## config.mk

```make
export PLATFORM = sky130hd
export DESIGN_NAME = encoder_m
export DESIGN_NICKNAME = d
export VERILOG_FILES = /design/src/rtl/encoder_m.sv
export SDC_FILE = /design/constraint.sdc
export NUM_CORES = 1
export LEC_CHECK = 0
export CORE_ASPECT_RATIO = 1.2
export CORE_MARGIN = 1.5
export CORE_UTILIZATION = 53
export DETAILED_ROUTE_END_ITERATION = 10
export HOLD_SLACK_MARGIN = 0.12
export PLACE_DENSITY_LB_ADDON = 0.2
export SLEW_MARGIN = 25
export SYNTH_ARGS = -nofsm -noshare
export SYNTH_HDL_FRONTEND = slang
export SYNTH_SLANG_ARGS = --single-unit
```

## constraint.sdc

```tcl
create_clock -name clk -period 5.1 [get_ports clk]
set_input_delay 0.51 -clock clk [delete_from_list [all_inputs] [get_ports clk]]
set_output_delay 0.51 -clock clk [all_outputs]
set_load 0.01 [all_outputs]
```

## src/rtl/encoder_m.sv

```systemverilog
// Generic valid/ready FIFO: DEPTH entries, head word presented combinationally.
// Latency: a word pushed at edge N is at the head after edge N when the FIFO was empty.
// Backpressure: push_rdy deasserts when full, regardless of pop_rdy; held low during reset.
module fifo #(
    parameter int W     = 32,
    parameter int DEPTH = 2
) (
    input  logic         clk,
    input  logic         rst_n,
    input  logic         push_vld,
    output logic         push_rdy,
    input  logic [W-1:0] push_dat,
    output logic         pop_vld,
    input  logic         pop_rdy,
    output logic [W-1:0] pop_dat
);
    localparam int AW = (DEPTH > 1) ? $clog2(DEPTH) : 1;
    localparam int CW = $clog2(DEPTH + 1);

    logic [W-1:0]  mem [DEPTH];
    logic [AW-1:0] wr_ptr, rd_ptr;
    logic [CW-1:0] count;
    logic          push, pop;

    function automatic logic [AW-1:0] ptr_inc(input logic [AW-1:0] p);
        return (p == AW'(DEPTH - 1)) ? '0 : p + AW'(1);
    endfunction

    assign push_rdy = rst_n && (count < CW'(DEPTH));
    assign pop_vld  = (count != '0);
    assign pop_dat  = pop_vld ? mem[rd_ptr] : '0;
    assign push     = push_vld && push_rdy;
    assign pop      = pop_vld && pop_rdy;

    always_ff @(posedge clk or negedge rst_n) begin
        if (!rst_n) begin
            wr_ptr <= '0;
            rd_ptr <= '0;
            count  <= '0;
        end else begin
            if (push) wr_ptr <= ptr_inc(wr_ptr);
            if (pop)  rd_ptr <= ptr_inc(rd_ptr);
            if (push && !pop)      count <= count + CW'(1);
            else if (pop && !push) count <= count - CW'(1);
        end
    end

    // Storage carries no reset: pop_dat is masked to zero whenever count is zero.
    always_ff @(posedge clk) begin
        if (push) mem[wr_ptr] <= push_dat;
    end
endmodule

// LEGv8 instruction encoder: field set in, 32-bit encoded word out via a 2-entry FIFO.
// Latency: word visible at the output the cycle after acceptance; err pulses the cycle after a reject.
// Backpressure: in_ready = FIFO not full (independent of out_ready); rejects still handshake.
module encoder_m (
    input  logic        clk,
    input  logic        rst_n,
    input  logic        in_valid,
    output logic        in_ready,
    input  logic [3:0]  op,
    input  logic [4:0]  rd,
    input  logic [4:0]  rn,
    input  logic [4:0]  rm,
    input  logic [31:0] imm,
    input  logic [1:0]  hw,
    output logic        out_valid,
    input  logic        out_ready,
    output logic [31:0] instruction,
    output logic        err
);
    typedef enum logic [3:0] {
        OP_B, OP_BL, OP_CBZ, OP_CBNZ, OP_LDUR, OP_STUR, OP_ADD, OP_SUB,
        OP_AND, OP_ORR, OP_ADDI, OP_SUBI, OP_ANDI, OP_ORRI, OP_MOVK, OP_ILL
    } op_e;

    typedef struct packed {
        op_e         op;
        logic [4:0]  rd;
        logic [4:0]  rn;
        logic [4:0]  rm;
        logic [31:0] imm;
        logic [1:0]  hw;
    } req_t;

    req_t        req_dat;
    logic [31:0] enc_dat;
    logic        bad, accept, enc_vld;

    // True when v, read as two's complement, fits in a signed field of the given width.
    function automatic logic fits_s(input logic [31:0] v, input int bits);
        logic signed [31:0] hi;
        hi = $signed(v) >>> (bits - 1);
        return (hi == '0) || (hi == '1);
    endfunction

    assign req_dat = '{op: op_e'(op), rd: rd, rn: rn, rm: rm, imm: imm, hw: hw};

    always_comb begin
        enc_dat = '0;
        bad     = 1'b0;
        case (req_dat.op)
            OP_B, OP_BL: begin
                enc_dat = {(req_dat.op == OP_BL) ? 6'b100101 : 6'b000101, req_dat.imm[25:0]};
                bad     = !fits_s(req_dat.imm, 26);
            end
            OP_CBZ, OP_CBNZ: begin
                enc_dat = {7'b1011010, req_dat.op == OP_CBNZ, req_dat.imm[18:0], req_dat.rd};
                bad     = !fits_s(req_dat.imm, 19);
            end
            OP_LDUR, OP_STUR: begin
                enc_dat = {9'b111110000, req_dat.op == OP_LDUR, 1'b0, req_dat.imm[8:0],
                           2'b00, req_dat.rn, req_dat.rd};
                bad     = !fits_s(req_dat.imm, 9);
            end
            OP_ADD: enc_dat = {11'b10001011000, req_dat.rm, 6'd0, req_dat.rn, req_dat.rd};
            OP_SUB: enc_dat = {11'b11001011000, req_dat.rm, 6'd0, req_dat.rn, req_dat.rd};
            OP_AND: enc_dat = {11'b10001010000, req_dat.rm, 6'd0, req_dat.rn, req_dat.rd};
            OP_ORR: enc_dat = {11'b10101010000, req_dat.rm, 6'd0, req_dat.rn, req_dat.rd};
            OP_ADDI, OP_SUBI, OP_ANDI, OP_ORRI: begin
                case (req_dat.op)
                    OP_ADDI: enc_dat[31:22] = 10'b1001000100;
                    OP_SUBI: enc_dat[31:22] = 10'b1101000100;
                    OP_ANDI: enc_dat[31:22] = 10'b1001001000;
                    default: enc_dat[31:22] = 10'b1011001000;
                endcase
                enc_dat[21:0] = {req_dat.imm[11:0], req_dat.rn, req_dat.rd};
                bad           = !fits_s(req_dat.imm, 12);
            end
            OP_MOVK: begin
                enc_dat = {9'b111100101, req_dat.hw, req_dat.imm[15:0], req_dat.rd};
                bad     = (req_dat.imm[31:16] != '0);
            end
            default: bad = 1'b1;
        endcase
    end

    assign accept  = in_valid && in_ready;
    assign enc_vld = in_valid && !bad;

    always_ff @(posedge clk or negedge rst_n) begin
        if (!rst_n) err <= 1'b0;
        else        err <= accept && bad;
    end

    fifo #(.W(32), .DEPTH(2)) u_fifo (
        .clk      (clk),
        .rst_n    (rst_n),
        .push_vld (enc_vld),
        .push_rdy (in_ready),
        .push_dat (enc_dat),
        .pop_vld  (out_valid),
        .pop_rdy  (out_ready),
        .pop_dat  (instruction)
    );
endmodule

```

[Word level (Yosys, flattened, before mapping)]
Memories as Yosys holds them, arrays and structs flattened.
Index checks and enable logic that the tools add are counted.
Word-level totals
  memories: 1
  register bits: 5
  memory bits (writable): 64
  output and inout bits: 35
Operators by class
  reduce and logical (&&, ||, !) cells: 32
  $add $sub $neg: 4
  magnitude comparators: 1
  eq/ne operators: 18
  mux-type cells: 11
Memory list
  u_fifo.mem: words 2, bits a word 32, read ports 1, clocked after memory_dff 0, write ports 1, RTL line 20  | logic [W-1:0] mem [DEPTH];
Operators with widths (number)
  32-bit case mux with 9 select lines: 1
  32-bit equality test, second input constant: 4
  32-bit zero test: 4
  32-bit two-way mux: 1
  4-bit equality test, second input constant: 7
  9-bit case mux with 3 select lines: 1
  4-bit by 3-bit equality test with 1-bit output, second input constant: 4
  16-bit nonzero test: 1
  4-bit by 2-bit equality test with 1-bit output, second input constant: 2
  1-bit logical AND: 8
  4-bit OR reduction: 2
  1-bit zero test: 7
  6-bit two-way mux: 1
  1-bit case mux with 6 select lines: 1
  2-bit OR reduction: 3
  4-bit by 1-bit equality test with 1-bit output, second input constant: 1
  4-bit zero test: 1
  1-bit logical OR: 4
  1-bit two-way mux: 4
  2-bit two-way mux: 2
  2-bit nonzero test: 2
  1-bit adder, second input constant: 2
  2-bit by 1-bit adder with 2-bit output, second input constant: 1
  2-bit < comparator, second input constant: 1
  2-bit by 1-bit subtractor with 2-bit output, second input constant: 1

[Depth between registers and ports, before layout]
Gate-level depths: netlist of run 1.
  depth in word-level cells: 11
  gate-level depth with buffers: 11

[By module]
A second synthesis of run 1 with hierarchy kept.
Unflattened totals
  cells, all modules: 340
  area total of the unflattened synthesis: 3753.6 um^2
By module, submodules not included
  fifo: times used 1, cells an instance 154, area an instance 2641.3 um^2
  encoder_m: times used 1, cells an instance 186, area an instance 1112.3 um^2

[Worst setup path before layout of run 1]
No wires, ideal clock.
  path type: input-to-reg
  from: input port imm[29]
  to: memory u_fifo.mem[0][0] (enable)
  setup slack: 1.495 ns
  library setup time: 0.421 ns
  stages: 6
  arrival: 3.184 ns
  cells stage by stage: or4_4 > and4b_1 > a41oi_1 > a211oi_2 > nand3_2 > nor2_1
Between the ends
  word-level cells in the longest chain between the ends: 9
  elaborated cells between the ends (all ways): 23
RTL lines
  start: declaration: RTL line 66  | input logic [31:0] imm,
  32-bit equality test or 32-bit zero test (tied branches): RTL line 95  | return (hi == '0) || (hi == '1);
  1-bit logical OR: RTL line 95
  1-bit zero test (on tied branches)
  1-bit case mux with 6 select lines *: RTL line 103  | case (req_dat.op)
  1-bit zero test *: RTL line 140  | assign enc_vld = in_valid && !bad;
  1-bit logical AND *: RTL line 140
  1-bit logical AND *: RTL line 32  | assign push = push_vld && push_rdy;
  1-bit two-way mux *: RTL line 50  | if (push) mem[wr_ptr] <= push_dat;
  1-bit two-way mux (not written as such) *: RTL line 50
  end: declaration: RTL line 20
Every way passes the cells marked *; elsewhere a longest branch is shown, timed or not.

[Worst setup path in the final report of run 1]
  from: input port op[3]
  to: memory u_fifo.mem[1][0] (enable)
Between the ends
  word-level cells in the longest chain between the ends: 8
  elaborated cells between the ends (all ways): 26
RTL lines
  start: declaration: RTL line 62  | input logic [3:0] op,
  4-bit equality test (tied with other cells): RTL line 103
  4-bit OR reduction (tied with other cells): RTL line 103
  1-bit case mux with 6 select lines *: RTL line 103
  1-bit zero test *: RTL line 140
  1-bit logical AND *: RTL line 140
  1-bit logical AND *: RTL line 32
  net u_fifo.push: RTL line 23  | logic push, pop;
  1-bit two-way mux *: RTL line 50
  1-bit two-way mux (not written as such) *: RTL line 50
Mark *: on every way through the listed nets, which the timed path passes. The rest lies on a longest branch.

==> flow_metrics.tcl, run 1 <==
set metrics [dict create \
    htree_levels 3 \
    cts_resized 0 \
    cap_violations 0 \
    hpwlAfterDp_mm 7.30 \
    leakagePower_nw 1.84 \
    rsz0062_at_grt "no" \
    path_max_fanout 22 \
    critPathCaptureType "flop" \
    syn_area_um2 3690 \
    fin_crit_sh_pct 76.5 \
    cts_sinks 69 \
    hold_viol 0 \
    clockRootBuffer "clkbuf_8" \
    netlist_top_cells_area "edfxtp_1, mux2i_1, nor2_1" \
    cts_setup_buffers 0 \
    grt_usage_pct 27.0 \
    insertion_delay_ns 0.33 \
    synth_common_cells "edfxtp_1, nor2_1, mux2i_1, nand2_1, a21oi_1" \
    pre_cts_ws_ns 0.928 \
    die_width_um 79.2 \
    num_antenna_cells 0 \
    cp.required_ns 5.14 \
    layout_min_cycle_time_ns 3.90 \
    grt_max_degree 24 \
    layout.nets 484 \
    antenna_found_initial 0 \
    place_congestion 0.963 \
    core_um2 6770 \
    hold_path_class "input port to async pin" \
    rows 33 \
    via_count 3103 \
    relSlewSlack_pct 34.1 \
    met3_wirelength_um 836 \
    synth_warnings 0 \
    synth_ff_type "edfxtp_1" \
    synth_top_area_cell "edfxtp_1" \
    final_antenna_net_count 0 \
    fill_cells 511 \
    grt_overflow 0 \
    yosys.area.top_type_share_pct 52.0 \
    drt-met1-wl_mm 3.93 \
    clock_skew_ns 0.00561 \
    port_buffers 91 \
    numCtsBuffers 9 \
    start_util_pct 54.6 \
    ir_drop_uv 332 \
    tightestPinTransition_ns 0.984 \
    yosysMostFrequentCell "edfxtp_1" \
    wl_mm 9.70 \
    routed_via_density 5.99 \
    setup_slack_ns 1.20 \
    start_kind "input port" \
    drive_above_1_share_pct 7.89 \
    finalSetupViolCount 0 \
    slew_violations 0 \
    synthCells 337 \
    die_h_um 94.5 \
    synth_area_per_cell_um2 11.0 \
    syn-num-nets 395 \
    die-area_um2 7480 \
    powerDensity_nw_per_um2 394 \
    dp_cells 502 \
    max-clock-path-buffers 2 \
    fmax_mhz 256 \
    arrival_ns 3.94 \
    avgRoutedWirePerCell_um 18.7 \
    synth_edf_count 64 \
    synth-seq-cells 69 \
    instances_no_fill 518 \
    ys_types 47 \
    firstDrtPassIters 8 \
    syn_to_final_growth_pct 32.4 \
    remaining_drc_errors 0 \
    dr.max_layer_used "met4" \
    clk_pin_slew_worst_paths_ns 0.06 \
    fin_setup_tns_ns 0 \
    cts_tree "done" \
    ioPinCount 92 \
    holdBufCountCts 0 \
    path_class "input port to flop" \
    first_iter_violations 282 \
    async_flop_share_pct 7.25 \
    grt_pass1_vias 2871 \
    status "complete, no violations" \
    grt_first_pass_wirelength_mm 14.6 \
    wl_met2_mm 4.64 \
    seq_area_frac_synth_pct 55.4 \
]
## layout make-up
type / instances / area [um2] / area share [%]
Sequential cell: 69 / 2050 / 41.9
Clock buffer: 16 / 190 / 3.89
Timing Repair Buffer: 100 / 978 / 20.0
Multi-Input combinational cell: 235 / 1530 / 31.2
Tap cell: 87 / 109 / 2.23
Inverter: 11 / 41.3 / 0.844
## critical path, stage by stage
cell,delay [ns]
clkdlybuf4s50_1,0.89
nor2_1,0.41
a21oi_1,0.32
a211oi_1,0.10
a211oi_2,0.34
nand3_2,0.17
inv_2,0.09
and2_1,0.76
buf_4,0.34
## routing by layer
metal  GRT usage (%)  vias to the layer above
met1            35.5                     1451
met3            6.38                       27
li1                -                     1439
met2            43.5                      186
met4            10.5                        0
met5               0                        -
## path summary, 6_finish.rpt
| kind | end | start | depth (start not counted) | slack (ns) |
|---|---|---|---|---|
| worst max register to register | u_fifo.mem[1][0] | u_fifo.count[1] | 5 | 2.77 |
| max in group asynchronous | u_fifo.rd_ptr | rst_n | 1 | 4.47 |
| worst min-delay path | u_fifo.count[0] | rst_n | 1 | 0.40 |
| worst min register to register | u_fifo.wr_ptr | u_fifo.wr_ptr | 1 | 0.51 |
| min in group clk | u_fifo.wr_ptr | u_fifo.wr_ptr | 1 | 0.51 |
| worst max-delay path | u_fifo.mem[1][0] | op[3] | 9 | 1.20 |
## cell families (layout without fill, tap and decap cells)
kind of cell,Yosys count,in the layout,share of synthesized area (%)
flops,69,69,55.4
buf+inv,33,127,3.45
xor+xnor,6,6,1.42
simple gates,113,113,13.9
compound gates,72,72,12.8
fa+ha+maj,1,1,0.339
mux,43,43,12.7
## where the power goes
group	switching [mW]	internal [mW]	total, mW	leakage [nW]
Clock	0.175	0.231	0.406	0.0970
Combinational	0.364	0.418	0.782	1.10
Sequential	0.0634	0.675	0.738	0.641
## sequential cells by signal, indices dropped and copies added, names as in the netlist
register / cells
u_fifo.rd_ptr: 1
u_fifo.count: 2
err: 1
u_fifo.mem: 64
u_fifo.wr_ptr: 1
## stage by stage
stage               hold WS, ns  instance area, um2  utilization (%)  power (mW)
finish                    0.404                4890             72.2        1.93
floorplan                 0.214                3690                -        1.12
global route              0.406                4890             72.2        2.02
CTS                       0.395                4890             72.2        1.93
detailed placement        0.501                4700             69.4        1.53
global placement          0.494                4700             69.4        1.52
## layout by cell type, fill, tap and decap left out, types with 3 or more instances in the layout
cell type	instances
buf_4	9
o22ai_1	7
o211ai_1	3
mux2i_1	39
dfrtp_1	4
and3_1	3
o21ai_0	17
xnor2_1	3
edfxtp_1	64
clkbuf_8	13
a21oi_1	20
nor4_1	3
mux4_2	3
clkdlybuf4s50_1	91
nand4_1	3
a222oi_1	7
nand2_1	28
a22oi_1	5
clkbuf_1	3
xor2_1	3
nor2_1	50
and2_1	3
inv_1	9
nor3_1	6
nand3_1	5
No activity file was read; power rests on OpenSTA's default activity.
==> inputs of run 2 (changes only) <==
CORE_UTILIZATION = 50   (was 53)
clock period = 3.9 ns   (was 5.1 ns; I/O delays follow)
==> flow_metrics.tcl, run 2 (synthesis gave the netlist of run 1 again) <==
set metrics [dict create \
    status "complete, no violations" \
    regMostFlops "u_fifo.mem" \
    hold_path_class "input port to async pin" \
    fmax_mhz 305 \
    place_congestion 0.933 \
    syn_to_final_growth_pct 34.2 \
    fill_cells 553 \
    hold_viol 0 \
    cts_tree "done" \
    cap_violations 0 \
    fin_setup_tns_ns 0 \
    die_width_um 81.5 \
    die-area_um2 7920 \
    rows 34 \
    final_util_pct 69.0 \
    layout.nets 487 \
    remaining_drc_errors 0 \
    dp_cells 508 \
    arrival_ns 3.33 \
    numCtsBuffers 9 \
    grt_max_degree 34 \
    cts_setup_buffers 0 \
    path_max_fanout 26 \
    drive_above_1_share_pct 8.76 \
    relSlewSlack_pct 29.1 \
    r2r-end "u_fifo.mem[1][26]" \
    grt_usage_pct 25.2 \
    first_iter_violations 288 \
    powerDensity_nw_per_um2 526 \
    holdBufCountCts 0 \
    ir_drop_uv 590 \
    die_h_um 97.2 \
    port_buffers 91 \
    instances_no_fill 524 \
    final_antenna_net_count 0 \
    finalSetupViolCount 0 \
    mostFrequentLayoutCells "clkdlybuf4s50_1, edfxtp_1, nor2_1" \
    path_class "input port to flop" \
    clockRootBuffer "clkbuf_8" \
    antenna_found_initial 0 \
    max-clock-path-buffers 2 \
    wl_mm 9.35 \
    largest_reg_flops 64 \
    htree_levels 3 \
    r2r_start "u_fifo.count[1]" \
    leakagePower_nw 1.87 \
    grt_first_pass_wirelength_mm 14.8 \
    insertion_delay_ns 0.33 \
    critPathCaptureType "flop" \
    core_um2 7190 \
    start_kind "input port" \
    cts_resized 0 \
    layout_min_cycle_time_ns 3.28 \
    firstDrtPassIters 5 \
    rsz0062_at_grt "no" \
    grt_overflow 0 \
    fin_crit_sh_pct 84.1 \
    worst_r2r_path_depth 5 \
    ff_latch_area_um2 2050 \
    routed_via_density 5.92 \
    clock_skew_ns 0.0109 \
    clk_pin_slew_worst_paths_ns 0.08 \
    hpwlAfterDp_mm 6.89 \
    num_antenna_cells 0 \
    grt_pass1_vias 2963 \
    reg_top3 "u_fifo.mem: 64 flops, u_fifo.count: 2 flops" \
    multi_input_area_um2 1530 \
    via_count 3102 \
    ioPinCount 92 \
    mostFrequentLayoutCell "clkdlybuf4s50_1" \
    slew_violations 0 \
    cts_sinks 69 \
    tightestPinTransition_ns 1.05 \
    avgRoutedWirePerCell_um 17.8 \
    reg2reg_slack_ns 1.88 \
    start_util_pct 51.4 \
    cp.required_ns 3.95 \
]
-- run 2: cell types whose count changed in the layout (fill, tap and decap cells not counted), sizes merged --
cell	delta
clkinv	+1
clkbuf	-7
inv	+2
buf	+3
bufinv	+2
clkinvlp	+2
-- run 2: area by class of cell --
cell class	count	area share [%]
Tap cell	90	2.27
Clock buffer	9	2.50
Clock inverter	7	1.94
Multi-Input combinational cell	235	30.8
Sequential cell	69	41.3
Timing Repair Buffer	103	20.4
Inverter	11	0.832
-- run 2: worst max path at each step --
stage	from	to	slack [ns]	cells after the start
6_report	op[3]	u_fifo.mem[1][26]	0.62	10
4_1_cts	op[3]	u_fifo.mem[1][26]	0.72	10
3_5_place_dp	op[3]	u_fifo.mem[1][8]	0.34	10
5_1_grt	op[3]	u_fifo.mem[1][5]	0.37	10
2_1_floorplan	imm[29]	u_fifo.mem[0][0]	0.42	6
3_3_place_gp	op[3]	u_fifo.mem[1][0]	0.50	10
-- run 2: report_power, final --
group          leakage, nW  internal, mW  switching (mW)
logic                 1.12         0.552           0.521
registers            0.642         0.881          0.0280
clock network        0.104         0.362           0.268
total                 1.87          1.79           0.817
-- run 2: critical path, stage by stage --
cell and delay [ns]:
clkdlybuf4s50_1 0.58, buf_4 0.26, nor3_1 0.81, o21ai_0 0.22, o21ai_0 0.24, a211oi_2 0.08
nand3_2 0.13, inv_2 0.04, and2_1 0.26, buf_4 0.30
-- run 2: metal layers --
| metal | wire length (um) | up-vias | track usage [%] |
|---|---|---|---|
| met3 | 802 | 31 | 5.07 |
| li1 | - | 1449 | - |
| met4 | 315 | 0 | 11.5 |
| met1 | 3860 | 1447 | 34.5 |
| met2 | 4370 | 175 | 38.1 |
| met5 | 0 | - | 0 |
-- run 2: through the flow --
| stage | worst slack [ns] | hold slack [ns] | instance area [um2] | power [mW] |
|---|---|---|---|---|
| after CTS | 0.721 | 0.266 | 4960 | 2.63 |
| after floorplan | 0.415 | 0.0944 | 3690 | 1.47 |
| after global placement | 0.496 | 0.492 | 4740 | 1.98 |
| after detailed placement | 0.344 | 0.517 | 4740 | 2.00 |
| after global routing | 0.371 | 0.281 | 4960 | 2.73 |
| final | 0.622 | 0.275 | 4960 | 2.61 |
==> inputs of run 3 (changes only) <==
CORE_UTILIZATION = 45   (was 50)
clock period = 2.7 ns   (was 3.9 ns; I/O delays follow)
==> flow_metrics.tcl, run 3 (synthesis gave the netlist of run 1 again) <==
set metrics [dict create \
    insertion_delay_ns 0.34 \
    largest_reg_flops 64 \
    ir_drop_uv 342 \
    status "complete, no violations" \
    cp_slowest_cell "or4_4" \
    setup_slack_ns 0.144 \
    dp_cells 532 \
    start_util_pct 45.8 \
    crit_chain "clkdlybuf4s50_1 > or4_4 > and4b_1 > a41oi_1 > a211oi_2 > nand3_2 > inv_2 > and2_2 > buf_4" \
    seq_power_share_pct 34.3 \
    grt_max_degree 34 \
    reg2reg_slack_ns 0.74 \
    layout.nets 506 \
    die_width_um 85.7 \
    die-area_um2 8770 \
    clockRootBuffer "clkbuf_8" \
    port_buffers 91 \
    reg_top3 "u_fifo.mem: 64 flops, u_fifo.count: 2 flops" \
    finalSetupViolCount 0 \
    holdBufCountCts 0 \
    die_h_um 102 \
    ioPinCount 92 \
    cap_violations 0 \
    core_um2 8060 \
    layout_min_cycle_time_ns 2.56 \
    instances_no_fill 548 \
    mostFrequentLayoutCell "clkdlybuf4s50_1" \
    regMostFlops "u_fifo.mem" \
    num_antenna_cells 0 \
    htree_levels 3 \
    p_total_mw 3.84 \
    p_comb_share_pct 42.1 \
    path_class "input port to flop" \
    cp.required_ns 2.74 \
    grt_pass1_vias 3105 \
    cts_setup_buffers 0 \
    tightestPinTransition_ns 0.603 \
    path_max_fanout 10 \
    power.switching_mw 1.21 \
    rsz0062_at_grt "no" \
    arrival_ns 2.59 \
    avgRoutedWirePerCell_um 19.1 \
    cts_sinks 69 \
    slew_violations 0 \
    leakagePower_nw 1.97 \
    critPathLaunch "imm[29]" \
    mostFrequentLayoutCells "clkdlybuf4s50_1, edfxtp_1, nor2_1" \
    clk_pin_slew_worst_paths_ns 0.08 \
    p_int_mw 2.63 \
    grt_first_pass_wirelength_mm 16.1 \
    max_stage_delay_ns 0.54 \
    syn_to_final_growth_pct 38.8 \
    place_congestion 0.938 \
    via_count 3157 \
    fill_cells 653 \
    r2r_start "u_fifo.count[0]" \
    grt_usage_pct 24.6 \
    numCtsBuffers 9 \
    start_kind "input port" \
    cts_resized 0 \
    hpwlAfterDp_mm 7.89 \
    grt_overflow 0 \
    p_sw_share_pct 31.5 \
    fmax_mhz 391 \
    wl_mm 10.5 \
    r2r-end "u_fifo.count[1]" \
    powerDensity_nw_per_um2 749 \
    final_antenna_net_count 0 \
    worst_r2r_path_depth 8 \
    relSlewSlack_pct 59.7 \
    first_iter_violations 195 \
    drive_above_1_share_pct 12.8 \
    pre_cts_ws_ns -0.240 \
    hold_path_class "input port to async pin" \
    firstDrtPassIters 7 \
    clock_skew_ns 0.0116 \
    whs_ns 0.146 \
    remaining_drc_errors 0 \
    hold_viol 0 \
    critPathCaptureType "flop" \
    cts_tree "done" \
    endpoint "u_fifo.mem[1][28]" \
    fin_crit_sh_pct 94.6 \
    routed_via_density 5.76 \
    rows 36 \
    antenna_found_initial 0 \
    pwr-share-clk_pct 23.6 \
    max-clock-path-buffers 2 \
]
==> run 3: power by group through the flow <==
| stage | Combinational (mW) | Sequential [mW] | Clock [mW] |
|---|---|---|---|
| after floorplan | 0.799 | 1.32 | 0 |
| after global placement | 1.60 | 1.34 | 0 |
| after detailed placement | 1.62 | 1.34 | 0 |
| after CTS | 1.63 | 1.32 | 0.913 |
| after global routing | 1.73 | 1.32 | 0.958 |
| final | 1.62 | 1.32 | 0.907 |
==> run 3: worst min path at each step <==
stage	startpoint	to	cells after the start
2_1_floorplan	rst_n	err	0
3_3_place_gp	u_fifo.count[1]	u_fifo.count[1]	1
3_5_place_dp	u_fifo.wr_ptr	u_fifo.wr_ptr	1
4_1_cts	rst_n	u_fifo.count[0]	1
5_1_grt	rst_n	u_fifo.rd_ptr	1
6_report	rst_n	u_fifo.rd_ptr	1
==> run 3: metal layers <==
layer  wire length (um)  vias to the layer above  track usage [%]
met4                223                        0             8.68
met2               5080                      150             40.8
met3                695                       20             4.04
met5                  0                        -                0
met1               4470                     1498             33.1
li1                   -                     1489                -
==> run 3: layout make-up <==
class,count,area (um2),area share [%]
clock buffers,9,124,2.42
well taps,95,119,2.32
repair buffers,122,1180,23.0
flip-flops and latches,69,2050,39.9
multi-input cells,235,1530,29.8
clock inverters,7,90.1,1.76
inverters,11,41.3,0.805
==> run 3: worst max-delay path: cells and delay by family <==
family                 cells  cell delay, ns
AO/OA/AOI/OAI              2            0.44
buffers and inverters      3            0.70
AND/OR/NAND/NOR            4            1.17
==> run 3: per-stage QoR <==
stage	TNS, ns	util [%]	area (um2)
final	0	63.6	5130
after global routing	0	63.6	5130
after CTS	0	63.6	5130
after detailed placement	-13.73	61.0	4910
after global placement	-11.38	61.0	4910
after floorplan	-4.39	-	3700
